### src/rtl/cpu_pkg.sv
// Shared types and constants for the accumulator CPU: word/address widths,
// responder FSM states and instruction field positions used by the core.
package cpu_pkg;

   localparam int ADDR_W_DEF = 4;
   localparam int DATA_W_DEF = 8;

   typedef logic [ADDR_W_DEF-1:0] addr_t;
   typedef logic [DATA_W_DEF-1:0] word_t;

   typedef enum logic [1:0] {
      IDLE = 2'd0,
      WAIT = 2'd1,
      RESP = 2'd2
   } state_t;

   // Instruction word layout: I | opcode[2:0] | address[3:0]
   localparam int INS_I_BIT    = 7;
   localparam int INS_OP_MSB   = 6;
   localparam int INS_OP_LSB   = 4;
   localparam int INS_ADDR_MSB = 3;
   localparam int INS_ADDR_LSB = 0;

   function automatic logic ins_indirect(input word_t w);
      return w[INS_I_BIT];
   endfunction

   function automatic logic [2:0] ins_opcode(input word_t w);
      return w[INS_OP_MSB:INS_OP_LSB];
   endfunction

   function automatic addr_t ins_addr(input word_t w);
      return w[INS_ADDR_MSB:INS_ADDR_LSB];
   endfunction

   function automatic logic even_par(input word_t w);
      return ^w;
   endfunction

endpackage

### src/rtl/cpu_mem_responder_if.sv
// Request/response bus between the CPU core (master) and the memory responder (slave).
// Handshake: a transfer happens on a rising edge where valid and ready are both high;
// the sender holds valid and its payload stable until then, and ready may depend on valid.
interface cpu_mem_responder_if
   import cpu_pkg::*;
#(
   parameter int ADDR_W = ADDR_W_DEF,
   parameter int DATA_W = DATA_W_DEF
) ();

   logic              req_valid;
   logic              req_ready;
   logic              req_we;
   logic [ADDR_W-1:0] req_addr;
   logic [DATA_W-1:0] req_wdata;

   logic              rsp_valid;
   logic              rsp_ready;
   logic [DATA_W-1:0] rsp_rdata;
   logic              rsp_err;

   modport master (
      output req_valid, req_we, req_addr, req_wdata, rsp_ready,
      input  req_ready, rsp_valid, rsp_rdata, rsp_err
   );

   modport slave (
      input  req_valid, req_we, req_addr, req_wdata, rsp_ready,
      output req_ready, rsp_valid, rsp_rdata, rsp_err
   );

endinterface

### src/rtl/cpu_mem_array.sv
// Word store with a load port and a CPU write port; load wins on a shared address.
// With MEM_PARITY_EN defined each word carries an even-parity bit that par_inj can corrupt.
module cpu_mem_array
   import cpu_pkg::*;
#(
   parameter int ADDR_W = ADDR_W_DEF,
   parameter int DATA_W = DATA_W_DEF
) (
   input  logic              clk,
   input  logic              rst_n,
   input  logic              ld_en,
   input  logic [ADDR_W-1:0] ld_addr,
   input  logic [DATA_W-1:0] ld_data,
   input  logic              wr_en,
   input  logic [ADDR_W-1:0] wr_addr,
   input  logic [DATA_W-1:0] wr_data,
`ifdef MEM_PARITY_EN
   input  logic              par_inj,
`endif
   input  logic [ADDR_W-1:0] rd_addr,
   output logic [DATA_W-1:0] rd_data,
   output logic              rd_perr
);

   localparam int DEPTH = 2 ** ADDR_W;

   logic [DATA_W-1:0] mem [DEPTH];

   // The load write is issued last so it overrides a CPU write to the same word.
   always_ff @(posedge clk or negedge rst_n) begin
      if (!rst_n) begin
         for (int i = 0; i < DEPTH; i++) mem[i] <= '0;
      end else begin
         if (wr_en) mem[wr_addr] <= wr_data;
         if (ld_en) mem[ld_addr] <= ld_data;
      end
   end

   assign rd_data = mem[rd_addr];

`ifdef MEM_PARITY_EN
   logic [DEPTH-1:0] par;

   // Cleared parity is consistent with cleared data, so reset leaves no errors.
   always_ff @(posedge clk or negedge rst_n) begin
      if (!rst_n) begin
         par <= '0;
      end else begin
         if (wr_en) par[wr_addr] <= (^wr_data) ^ par_inj;
         if (ld_en) par[ld_addr] <= (^ld_data) ^ par_inj;
      end
   end

   assign rd_perr = par[rd_addr] != (^rd_data);
`else
   assign rd_perr = 1'b0;
`endif

endmodule

### src/rtl/cpu_mem_responder.sv
// Memory-side responder for the accumulator CPU: one outstanding request, RD_LAT wait cycles.
// Optional word parity is enabled by defining MEM_PARITY_EN.
module cpu_mem_responder
   import cpu_pkg::*;
#(
   parameter int ADDR_W = ADDR_W_DEF,
   parameter int DATA_W = DATA_W_DEF,
   parameter int RD_LAT = 1
) (
   input  logic               clk,
   input  logic               rst_n,
   cpu_mem_responder_if.slave bus,
   input  logic               ld_en,
   input  logic [ADDR_W-1:0]  ld_addr,
   input  logic [DATA_W-1:0]  ld_data,
`ifdef MEM_PARITY_EN
   input  logic               par_inj,
`endif
   output logic               busy,
   output state_t             dbg_state
);

   localparam logic [1:0] LAST_CNT  = 2'((RD_LAT > 0) ? RD_LAT - 1 : 0);
   localparam state_t     ACC_STATE = (RD_LAT > 0) ? WAIT : RESP;

   state_t            state, state_n;
   logic [1:0]        wait_cnt, wait_cnt_n;
   logic              ready_en;
   logic              accept;
   logic              rsp_fire;
   logic              wr_en;
   logic [DATA_W-1:0] rd_data;
   logic              rd_perr;
   logic [DATA_W-1:0] rdata_q;
   logic              err_q;

   // ready_en keeps req_ready low while reset is asserted and for the first edge after it.
   assign bus.req_ready = ready_en & (state == IDLE) & ~ld_en;
   assign accept        = bus.req_valid & bus.req_ready;
   assign rsp_fire      = (state == RESP) & bus.rsp_ready;
   assign wr_en         = accept & bus.req_we;

   always_ff @(posedge clk or negedge rst_n) begin
      if (!rst_n) begin
         state    <= IDLE;
         wait_cnt <= '0;
         ready_en <= 1'b0;
      end else begin
         state    <= state_n;
         wait_cnt <= wait_cnt_n;
         ready_en <= 1'b1;
      end
   end

   always_comb begin
      state_n    = state;
      wait_cnt_n = wait_cnt;
      case (state)
         IDLE: begin
            if (accept) begin
               state_n    = ACC_STATE;
               wait_cnt_n = '0;
            end
         end
         WAIT: begin
            if (wait_cnt == LAST_CNT) state_n    = RESP;
            else                      wait_cnt_n = wait_cnt + 2'd1;
         end
         RESP: begin
            if (bus.rsp_ready) state_n = IDLE;
         end
         default: state_n = IDLE;
      endcase
   end

   // Read data is captured at acceptance, so loads during WAIT/RESP cannot change it.
   always_ff @(posedge clk or negedge rst_n) begin
      if (!rst_n) begin
         rdata_q <= '0;
         err_q   <= 1'b0;
      end else if (accept) begin
         rdata_q <= bus.req_we ? bus.req_wdata : rd_data;
         err_q   <= ~bus.req_we & rd_perr;
      end else if (rsp_fire) begin
         rdata_q <= '0;
         err_q   <= 1'b0;
      end
   end

   assign bus.rsp_valid = (state == RESP);
   assign bus.rsp_rdata = rdata_q;
   assign bus.rsp_err   = err_q;
   assign busy          = (state != IDLE);
   assign dbg_state     = state;

   cpu_mem_array #(
      .ADDR_W (ADDR_W),
      .DATA_W (DATA_W)
   ) u_mem (
      .clk     (clk),
      .rst_n   (rst_n),
      .ld_en   (ld_en),
      .ld_addr (ld_addr),
      .ld_data (ld_data),
      .wr_en   (wr_en),
      .wr_addr (bus.req_addr),
      .wr_data (bus.req_wdata),
`ifdef MEM_PARITY_EN
      .par_inj (par_inj),
`endif
      .rd_addr (bus.req_addr),
      .rd_data (rd_data),
      .rd_perr (rd_perr)
   );

endmodule
### src/flat_wrapper.sv
// flat-port wrapper written by rule: the top's interface ports become plain ports
module cpu_mem_responder_flat import cpu_pkg::*;
#(
   parameter int ADDR_W = ADDR_W_DEF,
   parameter int DATA_W = DATA_W_DEF,
   parameter int RD_LAT = 1
)
  (clk, rst_n, ld_en, ld_addr, ld_data, busy, dbg_state, bus_req_valid, bus_req_we, bus_req_addr, bus_req_wdata, bus_rsp_ready, bus_req_ready, bus_rsp_valid, bus_rsp_rdata, bus_rsp_err);
  cpu_mem_responder_if #(.ADDR_W(ADDR_W), .DATA_W(DATA_W)) bus_i ();
  input  logic clk;
  input  logic rst_n;
  input  logic ld_en;
  input  logic [ADDR_W-1:0] ld_addr;
  input  logic [DATA_W-1:0] ld_data;
  output logic busy;
  output state_t dbg_state;
  input wire logic [$bits(bus_i.req_valid)-1:0] bus_req_valid;
  input wire logic [$bits(bus_i.req_we)-1:0] bus_req_we;
  input wire logic [$bits(bus_i.req_addr)-1:0] bus_req_addr;
  input wire logic [$bits(bus_i.req_wdata)-1:0] bus_req_wdata;
  input wire logic [$bits(bus_i.rsp_ready)-1:0] bus_rsp_ready;
  output wire logic [$bits(bus_i.req_ready)-1:0] bus_req_ready;
  output wire logic [$bits(bus_i.rsp_valid)-1:0] bus_rsp_valid;
  output wire logic [$bits(bus_i.rsp_rdata)-1:0] bus_rsp_rdata;
  output wire logic [$bits(bus_i.rsp_err)-1:0] bus_rsp_err;
  assign bus_i.req_valid = bus_req_valid;
  assign bus_i.req_we = bus_req_we;
  assign bus_i.req_addr = bus_req_addr;
  assign bus_i.req_wdata = bus_req_wdata;
  assign bus_i.rsp_ready = bus_rsp_ready;
  assign bus_req_ready = bus_i.req_ready;
  assign bus_rsp_valid = bus_i.rsp_valid;
  assign bus_rsp_rdata = bus_i.rsp_rdata;
  assign bus_rsp_err = bus_i.rsp_err;
  cpu_mem_responder #(.ADDR_W(ADDR_W), .DATA_W(DATA_W), .RD_LAT(RD_LAT)) u_core (.clk(clk), .rst_n(rst_n), .bus(bus_i), .ld_en(ld_en), .ld_addr(ld_addr), .ld_data(ld_data), .busy(busy), .dbg_state(dbg_state));
endmodule
### config.mk
export PLATFORM = sky130hd
export DESIGN_NAME = cpu_mem_responder_flat
export DESIGN_NICKNAME = d
export VERILOG_FILES = /design/src/rtl/cpu_pkg.sv /design/src/rtl/cpu_mem_responder_if.sv /design/src/rtl/cpu_mem_array.sv /design/src/rtl/cpu_mem_responder.sv /design/src/flat_wrapper.sv
export SDC_FILE = /design/constraint.sdc
export NUM_CORES = 1
export LEC_CHECK = 0
export ABC_AREA = 1
export CAP_MARGIN = 10
export CORE_UTILIZATION = 48
export CTS_CLUSTER_DIAMETER = 50
export DETAILED_ROUTE_END_ITERATION = 7
export GPL_ROUTABILITY_DRIVEN = 0
export PLACE_DENSITY = 0.67
export SLEW_MARGIN = 30
export SYNTH_ARGS = -nofsm -noshare
export SYNTH_HDL_FRONTEND = slang
export SYNTH_SLANG_ARGS = --single-unit
### constraint.sdc
create_clock -name clk -period 2.2 [get_ports clk]
set_clock_uncertainty 0.15 [all_clocks]
set_input_delay 0.66 -clock clk [delete_from_list [all_inputs] [get_ports clk]]
set_output_delay 0.66 -clock clk [all_outputs]
set_load 0.005 [all_outputs]
==> impl_metrics.tcl, run 1 <==
set metrics [dict create \
    maxCapViolations 0 \
    grt_max_degree 56 \
    synth_fa_ha_area_frac 0.001302 \
    synth_top_area_share 0.3671 \
    synth_top_area_cell "dfrtp_1" \
    clock-root-buffer "clkbuf_16" \
    min_from "u_core.bus.rsp_rdata[2]$_DFFE_PN0P_" \
    critPathBufInv 3 \
    antenna_found_initial 1 \
    slew_violations 0 \
    clk_pin_slew_worst_paths_ns 0.06 \
    antenna_cells 0 \
    cp_cell_sequence "clkdlybuf4s50_1 > inv_1 > buf_12 > nand2_1 > nand2_1 > nand2_1 > nand3_1 > o21bai_1 > nand2_1" \
    track_usage 0.3481 \
    fp.dieH_um 143.5 \
    worstRegToRegCells 11 \
    dp_cells 1955 \
    io_pins 44 \
    clkLatencyLatePin_ns 0.44 \
    async_flop_share 1.000 \
    worstPathArrival_ns 2.34 \
    peakVddDrop_v 0.0007213 \
    muxShareOfSynthArea 0 \
    cts.sinks 141 \
    finalHoldViolations 0 \
    final_util 0.6282 \
    clock_path_buffers 2 \
    syn_nets 1609 \
    ys_warn_count 0 \
    status "finished clean" \
    drt-total-wl_um 34820 \
    crit_slowest_cell "clkdlybuf4s50_1" \
    drive_above_1_share 0.1434 \
    hold_slack_ns 0.3310 \
    crit_top_cell "nand2_1" \
    synth_area_leaders "dfrtp_1 (37%), nand2_1 (34%), inv_1 (6.2%), nand3_1 (5.8%), o21ai_0 (5.4%)" \
    dp_hpwl_um 23600 \
    final_nets 1755 \
    setup_viol 0 \
    drt_iter0_drc 1290 \
    syn_avg_cell_area_sq_um 6.090 \
    cts_max_level 4 \
    start_util 0.4922 \
    num_rows 51 \
    grt_first_pass_wirelength_um 52650 \
    final.setup.worst_slack_ns 0.03041 \
    end_kind "flop" \
    finalNonFillerCells 2002 \
    synthFlopType "dfrtp_1" \
    cp_max_fo 16 \
    r2r-start "u_core.dbg_state[0]$_DFFE_PN0P_" \
    overflow 0 \
    critPathTopFamily "buffers and inverters" \
    synth_simple_gate_area_share 0.4451 \
    dp_slack_ns -0.4865 \
    ys_seq_elements 141 \
    synth-edff-count 0 \
    area_growth_pct 27.64 \
    worstHoldPathCells 2 \
    worst-path-stages 9 \
    start_kind "input pin" \
    drc 0 \
    max_freq_ghz 0.4609 \
    design.core.area_sq_um 19530 \
    seq_area_frac_synth 0.3671 \
    p_per_area_nw_per_um2 796.5 \
    via_per_inst 5.225 \
    fin_crit_ns 2.170 \
    cts_tree "yes" \
    ant_nets 0 \
    synth_top_family_by_area "simple AND/OR/NAND/NOR gates" \
    die_w_um 143.5 \
    grt_pass1_vias 9519 \
    syn_inst 1578 \
    slowest_delay_ns 0.54 \
    dieArea_sq_um 20590 \
    via_count 10460 \
    worstPathRequired_ns 2.37 \
    numCtsBuffers 17 \
    wl_per_cell_um 17.39 \
    period_share 0.9862 \
    crit_type "in -> reg" \
    netlist_area_sq_um 9610 \
    min_path_type "reg -> reg" \
    synth_compound_area_frac 0.08124 \
    cellLeakagePower_uw 0.006874 \
    synth_common_cells "nand2_1 (867), inv_1 (160), dfrtp_1 (141)" \
    synth.distinct_cells 30 \
    portBuffers 42 \
    synth_xor_area_frac 0 \
    firstDrtPassIters 6 \
    cp-startpoint "bus_req_addr[1]" \
    yosysMostFrequentCell "nand2_1" \
]
cells in the final DEF (no fill, tap or decap), drive strengths merged:
| cell type | count |
|---|---|
| buf | 156 |
| bufinv | 3 |
| clkbuf | 21 |
| clkdlybuf4s15 | 1 |
| clkdlybuf4s50 | 33 |
| clkinv | 6 |
| clkinvlp | 6 |
| conb | 2 |
| dfrtp | 141 |
| dlygate4sd2 | 2 |
| dlygate4sd3 | 1 |
| dlymetal6s2s | 2 |
| ha | 1 |
| inv | 169 |
| nand2 | 876 |
| nand3 | 117 |
| nand4 | 2 |
| nor2 | 39 |
| nor3 | 12 |
| o211ai | 8 |
| o21ai | 129 |
| o21bai | 8 |
| o31ai | 2 |
flip-flops by register name, indices dropped and copies added (netlist names):
name,cells
u_core.u_mem.mem,128
u_core.bus.rsp_rdata,8
u_core.dbg_state,2
u_core.wait_cnt,2
u_core.ready_en,1
report_power, final:
group	internal, uW	switching, uW	total, uW
combinational	1280	1730	3010
sequential	3290	453	3750
clock	1790	1230	3020
total	6360	3410	9770
tightest hold or removal path, cell delays in order (launching register included):
cell and delay [ns]:
dfrtp_1 0.34, nand2_1 0.05, nand2_1 0.05
stage by stage:
stage	TNS [ns]	total power, uW	instance area [sq um]
2_1_floorplan	0	5619	9610
3_3_place_gp	-46.59	6570	11440
3_5_place_dp	-54.18	6664	11440
4_1_cts	-0.1539	9705	12090
5_1_grt	-0.007112	10400	12270
6_report	0	9771	12270
cells by family after synthesis:
family,after synthesis
simple gates,1046
other cells,2
buf+inv,241
compound gates,147
flops,141
fa+ha+maj,1
final cells by class:
cell class	count	area, sq um
clock buffers	19	432.9
well taps	265	331.6
flip-flops and latches	141	3528
multi-input cells	1196	5149
repair buffers	197	1999
inverters	170	655.6
fillers	1856	7259
repair inverters	1	5.005
clock inverters	13	165.2
path summary, 6_finish.rpt:
kind | end | slack, ns
max | u_core.bus.rsp_rdata[1]$_DFFE_PN0P_ | 0.03
min | u_core.bus.rsp_rdata[2]$_DFFE_PN0P_ | 0.33
max reg2reg | u_core.u_mem.mem[53]$_DFF_PN0_ | 0.23
min reg2reg | u_core.bus.rsp_rdata[2]$_DFFE_PN0P_ | 0.33
max in group asynchronous | u_core.u_mem.mem[63]$_DFF_PN0_ | 0.77
min in group asynchronous | u_core.u_mem.mem[81]$_DFF_PN0_ | 0.52
metal layers:
metal  track usage  share of wire  wire [um]  vias to the layer above
met1        0.4652           0.41      14430                     4726
met3       0.08930           0.11       3668                       98
met5             0              0          0                        -
met2        0.5261           0.44      15240                      520
met4        0.1613          0.043       1481                        0
li1              -              -          -                     5116
repair_timing:
action	4_1_cts	5_1_grt
hold buffers	1	0
pin swaps	2	4
resized for setup	15	28
endpoints found under the hold margin	26	0
setup buffers	2	10
cloned	0	2
setup endpoints to repair	16	129
Note: power is estimated with default switching activity, not from simulation.
==> run 2, diff against run 1 <==
--- a/config.mk
+++ b/config.mk
@@ -15,4 +15,5 @@
 export SLEW_MARGIN = 30
 export SYNTH_ARGS = -nofsm -noshare
 export SYNTH_HDL_FRONTEND = slang
+export SYNTH_HIERARCHICAL = 1
 export SYNTH_SLANG_ARGS = --single-unit
==> run 2 against run 1 <==
Compared with the run above: the run now ends with DRC left; final cell count fell by 11%; final area fell by 7.9%; critical path depth did not move; utilization fell by 0.57 points; area after synthesis fell by 6.8%; register-to-register slack got worse by 0.12 ns; first-iteration DRC count fell by 13%; largest cell class unchanged; largest power group unchanged.
==> impl_metrics.tcl, run 2 <==
set metrics [dict create \
    overflow 0 \
    syn_nets 1447 \
    cp_max_fo 7 \
    synth-edff-count 0 \
    cts_tree "yes" \
    via_per_inst 5.323 \
    worstPathArrival_ns 2.31 \
    regMostFlops "u_core/u_mem/mem" \
    synth_top_area_share 0.3966 \
    worstRegToRegCells 13 \
    finalNonFillerCells 1791 \
    largest_register_ffs 128 \
    dp_cells 1754 \
    firstDrtPassIters 8 \
    cts_max_level 4 \
    cp-startpoint "bus_req_addr[1]" \
    fp.dieH_um 138.6 \
    worstHoldPathCells 2 \
    synth_area_leaders "dfrtp_1 (40%), nand2_1 (24%), nand3_1 (12%), inv_1 (8.9%), o21ai_0 (3.1%)" \
    seq_area_frac_synth 0.3966 \
    worst-path-stages 9 \
    clkLatencyLatePin_ns 0.43 \
    grt_first_pass_wirelength_um 48180 \
    num_rows 49 \
    synth_common_cells "nand2_1 (573), inv_1 (212), nand3_1 (207)" \
    drt_iter0_drc 1128 \
    synth.distinct_cells 30 \
    numCtsBuffers 17 \
    slowest_delay_ns 0.44 \
    clock-root-buffer "clkbuf_16" \
    dieArea_sq_um 19210 \
    cellLeakagePower_uw 0.006295 \
    syn_inst 1416 \
    peakVddDrop_v 0.0005319 \
    final_nets 1582 \
    end_kind "flop" \
    r2r_slack_ns 0.11 \
    track_usage 0.3297 \
    max_freq_ghz 0.4667 \
    syn_avg_cell_area_sq_um 6.327 \
    cts.sinks 142 \
    antenna_found_initial 0 \
    clock_path_buffers 2 \
    setup_viol 0 \
    antenna_cells 0 \
    drive_above_1_share 0.1396 \
    netlist_area_sq_um 8959 \
    ant_nets 0 \
    via_count 9534 \
    drc 13 \
    dp_slack_ns -0.5177 \
    fin_crit_ns 2.143 \
    period_share 0.9740 \
    fin_tns_setup_ns 0 \
    final.setup.worst_slack_ns 0.05730 \
    clk_pin_slew_worst_paths_ns 0.06 \
    critPathBufInv 4 \
    start_util 0.4937 \
    violations "DRC" \
    status "complete, but fails checks" \
    ys_warn_count 6 \
    p_per_area_nw_per_um2 827.6 \
    layout_common_cells "nand2_1 (572), inv_1 (209), nand3_1 (207)" \
    finalHoldViolations 0 \
    maxCapViolations 0 \
    synth_top_area_cell "dfrtp_1" \
    slew_violations 0 \
    crit_type "in -> reg" \
    critPathTopFamily "buffers and inverters" \
    crit_slowest_cell "clkdlybuf4s50_1" \
    die_w_um 138.6 \
    cp_cell_sequence "clkdlybuf4s50_1 > buf_4 > nor2_2 > nand3_2 > buf_4 > nand2_1 > nand3_1 > nand2_1 > inv_1" \
    grt_max_degree 37 \
    hold_slack_ns 0.3496 \
    drt-total-wl_um 30520 \
    start_kind "input pin" \
    dp_hpwl_um 21060 \
    maxSlewHeadroom 0.6636 \
    portBuffers 43 \
    yosysMostFrequentCell "nand2_1" \
    r2r-start "u_core/dbg_state[0]$_DFFE_PN0P_" \
    grt_pass1_vias 8834 \
    async_flop_share 1.000 \
    ys_seq_elements 142 \
    rsz0062_at_grt "yes" \
    wl_per_cell_um 17.04 \
    area_growth_pct 26.10 \
    tightest_slew_ns 0.5016 \
    synthFlopType "dfrtp_1" \
    min_from "u_core/wait_cnt[0]$_DFFE_PN0P_" \
    io_pins 44 \
    worstPathRequired_ns 2.37 \
    final_common_cell "nand2_1" \
    min_path_type "reg -> reg" \
    design.core.area_sq_um 18150 \
]
run 2: final cells by class:
type,count,area [sq um]
Inverter,235,882.1
Sequential cell,142,3553
Clock buffer,23,457.9
Tap cell,229,286.5
Multi-Input combinational cell,975,4302
Clock inverter,7,90.09
Timing Repair Buffer,180,1725
Fill cell,1700,6850
run 2: what timing repair did:
item                                   4_1_cts  5_1_grt
pin swaps                                    1        3
setup endpoints to repair                   40       48
resized for setup                           13       16
gates cloned                                 0        0
setup buffers                                5        1
hold buffers                                 1        0
endpoints found under the hold margin       30        0
run 2: tightest hold or removal path, stage by stage (launching register included):
cell,delay [ns]
dfrtp_1,0.34
nand3_1,0.07
nand2_1,0.06
run 2: cell families (layout without fill, tap and decap cells):
logic type,Yosys count,in the layout,synth area share
compound gates,99,99,0.05936
fa+ha+maj,1,1,0.001396
buf+inv,299,445,0.1300
flops,142,142,0.3966
other cells,2,2,0.0008383
simple gates,873,873,0.4117
run 2: path summary, 6_finish.rpt:
kind                                                    to
min in group asynchronous   u_core/u_mem/mem[40]$_DFF_PN0_
max reg2reg                 u_core/u_mem/mem[17]$_DFF_PN0_
max                        u_core/u_mem/mem[125]$_DFF_PN0_
min                         u_core/wait_cnt[0]$_DFFE_PN0P_
max in group asynchronous   u_core/u_mem/mem[93]$_DFF_PN0_
min reg2reg                 u_core/wait_cnt[0]$_DFFE_PN0P_
run 2: power breakdown:
part / total (uW) / internal (uW) / switching, uW
registers: 3730 / 3350 / 379
clock network: 2780 / 1680 / 1100
logic: 2830 / 1220 / 1610
total: 9350 / 6250 / 3100
run 2: stage by stage:
stage,area [sq um],total power (uW),utilization
floorplan,9005,5393,-
global placement,10640,6385,0.5862
detailed placement,10640,6467,0.5862
CTS,11250,9326,0.6198
global route,11300,9942,0.6225
finish,11300,9349,0.6225
run 2: routing by layer:
metal / up-vias / wire length (um) / global-route usage
li1: 4601 / - / -
met1: 4346 / 12710 / 0.4439
met2: 505 / 13370 / 0.5049
met3: 82 / 3280 / 0.08529
met4: 0 / 1161 / 0.1392
met5: - / 0 / 0
==> run 3, diff against run 2 <==
--- a/config.mk
+++ b/config.mk
@@ -7,12 +7,11 @@
 export LEC_CHECK = 0
 export ABC_AREA = 1
 export CAP_MARGIN = 10
-export CORE_UTILIZATION = 48
+export CORE_UTILIZATION = 55
 export CTS_CLUSTER_DIAMETER = 50
 export DETAILED_ROUTE_END_ITERATION = 7
 export GPL_ROUTABILITY_DRIVEN = 0
-export PLACE_DENSITY = 0.67
-export SLEW_MARGIN = 30
+export PLACE_DENSITY = 0.75
 export SYNTH_ARGS = -nofsm -noshare
 export SYNTH_HDL_FRONTEND = slang
 export SYNTH_HIERARCHICAL = 1
==> run 3 against run 2 <==
Compared with the run above: the run now ends clean; first-iteration DRC count down 5.4%; critical path depth up 2; register-to-register slack is essentially flat; non-clock buffer count fell by 8; combinational power about the same; total power grew 3.7%; largest cell class unchanged; largest power group unchanged.
==> impl_metrics.tcl, run 3 (synthesis gave the netlist of run 2 again) <==
set metrics [dict create \
    worstPathRequired_ns 2.42 \
    design.core.area_sq_um 15890 \
    grt_first_pass_wirelength_um 47960 \
    grt_max_degree 44 \
    crit_type "in -> reg" \
    start_kind "input pin" \
    area_growth_pct 26.02 \
    portBuffers 43 \
    slew_violations 0 \
    final_area_sq_um 11290 \
    drive_above_1_share 0.1388 \
    num_rows 46 \
    min_path_type "reg -> reg" \
    grt_pass1_vias 9015 \
    io_pins 44 \
    clkLatencyLatePin_ns 0.43 \
    drc 0 \
    drt_iter0_drc 1067 \
    period_share 0.9765 \
    antenna_found_initial 0 \
    antenna_cells 0 \
    track_usage 0.3847 \
    final.setup.worst_slack_ns 0.05174 \
    drt-total-wl_um 30690 \
    finalHoldViolations 0 \
    place_area_sq_um 10560 \
    dp_slack_ns -0.5329 \
    critPathTopFamily "buffers and inverters" \
    regMostFlops "u_core/u_mem/mem" \
    worstRegToRegCells 14 \
    end_kind "flop" \
    finalNonFillerCells 1772 \
    slowest_delay_ns 0.51 \
    worstHoldPathCells 2 \
    status "finished clean" \
    numCtsBuffers 17 \
    dp_hpwl_um 20550 \
    max_freq_ghz 0.4655 \
    critPathBufInv 3 \
    die_w_um 129.6 \
    cts.sinks 142 \
    dieArea_sq_um 16800 \
    final_nets 1574 \
    cp_max_fo 15 \
    grt_use_met2 0.5851 \
    cts_max_level 4 \
    fin_tns_setup_ns 0 \
    final_common_cell "nand2_1" \
    via_per_inst 5.462 \
    ant_nets 0 \
    p_total_uw 9691 \
    cts_tree "yes" \
    via_count 9678 \
    clock-root-buffer "clkbuf_16" \
    clock_path_buffers 2 \
    p_per_area_nw_per_um2 858.4 \
    peakVddDrop_v 0.0006087 \
    fin_crit_ns 2.148 \
    layout_common_cells "nand2_1 (572), inv_1 (210), nand3_1 (205)" \
    busiest_layer "met2" \
    r2r_slack_ns 0.12 \
    start_util 0.5640 \
    cellLeakagePower_uw 0.006305 \
    cp_cell_sequence "clkdlybuf4s50_1 > buf_4 > buf_12 > nand3_1 > nand3_1 > nand3_1 > nand2_1 > nand2_1 > nand2_1 > nand3_1 > nand2_1" \
    maxCapViolations 0 \
    wl_per_cell_um 17.32 \
    fillers 1351 \
    met1_usage 0.4900 \
    grt_use_met3 0.1164 \
    overflow 0 \
    fp.dieH_um 129.6 \
    crit_slowest_cell "clkdlybuf4s50_1" \
    clk_pin_slew_worst_paths_ns 0.06 \
    worst-path-stages 11 \
    largest_register_ffs 128 \
    setup_viol 0 \
    firstDrtPassIters 6 \
    rsz0062_at_grt "no" \
    dp_cells 1735 \
    worstPathArrival_ns 2.37 \
]
[run 3: cell count changes in the layout (fill, tap and decap cells not counted), moves of 2 or more]
cell,before,now
buf_2,1,3
nand3_1,207,205
nand3_2,5,8
clkbuf_1,5,1
bufinv_16,2,4
inv_2,20,18
buf_4,109,105
buf_6,8,5
nor2_2,8,5
clkbuf_8,1,3
nor2_4,10,12
[run 3: timing repair]
item                                    CTS  global route
endpoints found under the setup margin    9            19
hold buffers                              1             0
pin swaps                                 1             2
gates resized for setup                  16            13
setup buffers                             3             1
endpoints found under the hold margin    27             0
[run 3: report_power, final]
group / switching, uW / leakage (uW) / total, uW / internal [uW]
clock network: 1160 / 0.000305 / 3140 / 1980
registers: 382 / 0.00170 / 3730 / 3350
logic: 1620 / 0.00430 / 2820 / 1200
total: 3160 / 0.00630 / 9690 / 6530
[run 3: area by class of cell]
class                           count  area, sq um  share of cell area
Clock buffer                       21        470.5             0.04167
Clock inverter                     11        162.7             0.01441
Sequential cell                   142         3553              0.3148
Inverter                          235        884.6             0.07836
Tap cell                          216        270.3             0.02394
Timing Repair Buffer              172         1640              0.1453
Multi-Input combinational cell    975         4308              0.3816
[run 3: worst min-delay path, delay by kind of cell, from the launching register on]
kind	cells	cell delay, ns
flip-flops	1	0.34
AND/OR/NAND/NOR	2	0.12
[run 3: worst paths after layout]
check,startpoint,end
max,bus_req_addr[1],u_core/bus.rsp_rdata[0]$_DFFE_PN0P_
min,u_core/bus.rsp_err$_DFFE_PN0P_,u_core/bus.rsp_err$_DFFE_PN0P_
max reg2reg,u_core/dbg_state[0]$_DFFE_PN0P_,u_core/u_mem/mem[1]$_DFF_PN0_
min reg2reg,u_core/bus.rsp_err$_DFFE_PN0P_,u_core/bus.rsp_err$_DFFE_PN0P_
max in group asynchronous,rst_n,u_core/bus.rsp_rdata[5]$_DFFE_PN0P_
min in group asynchronous,rst_n,u_core/u_mem/mem[53]$_DFF_PN0_
[run 3: metrics by stage]
step / hold slack, ns / util
after global placement: 0.3292 / 0.6650
final: 0.3460 / 0.7107
after global routing: 0.3740 / 0.7107
after floorplan: 0.2144 / -
after CTS: 0.3527 / 0.7075
after detailed placement: 0.3391 / 0.6650
[run 3: metal layers]
metal,wire [um],vias up
met5,0,-
met4,1529,0
met3,3824,119
met2,13490,609
met1,11850,4374
li1,-,4576
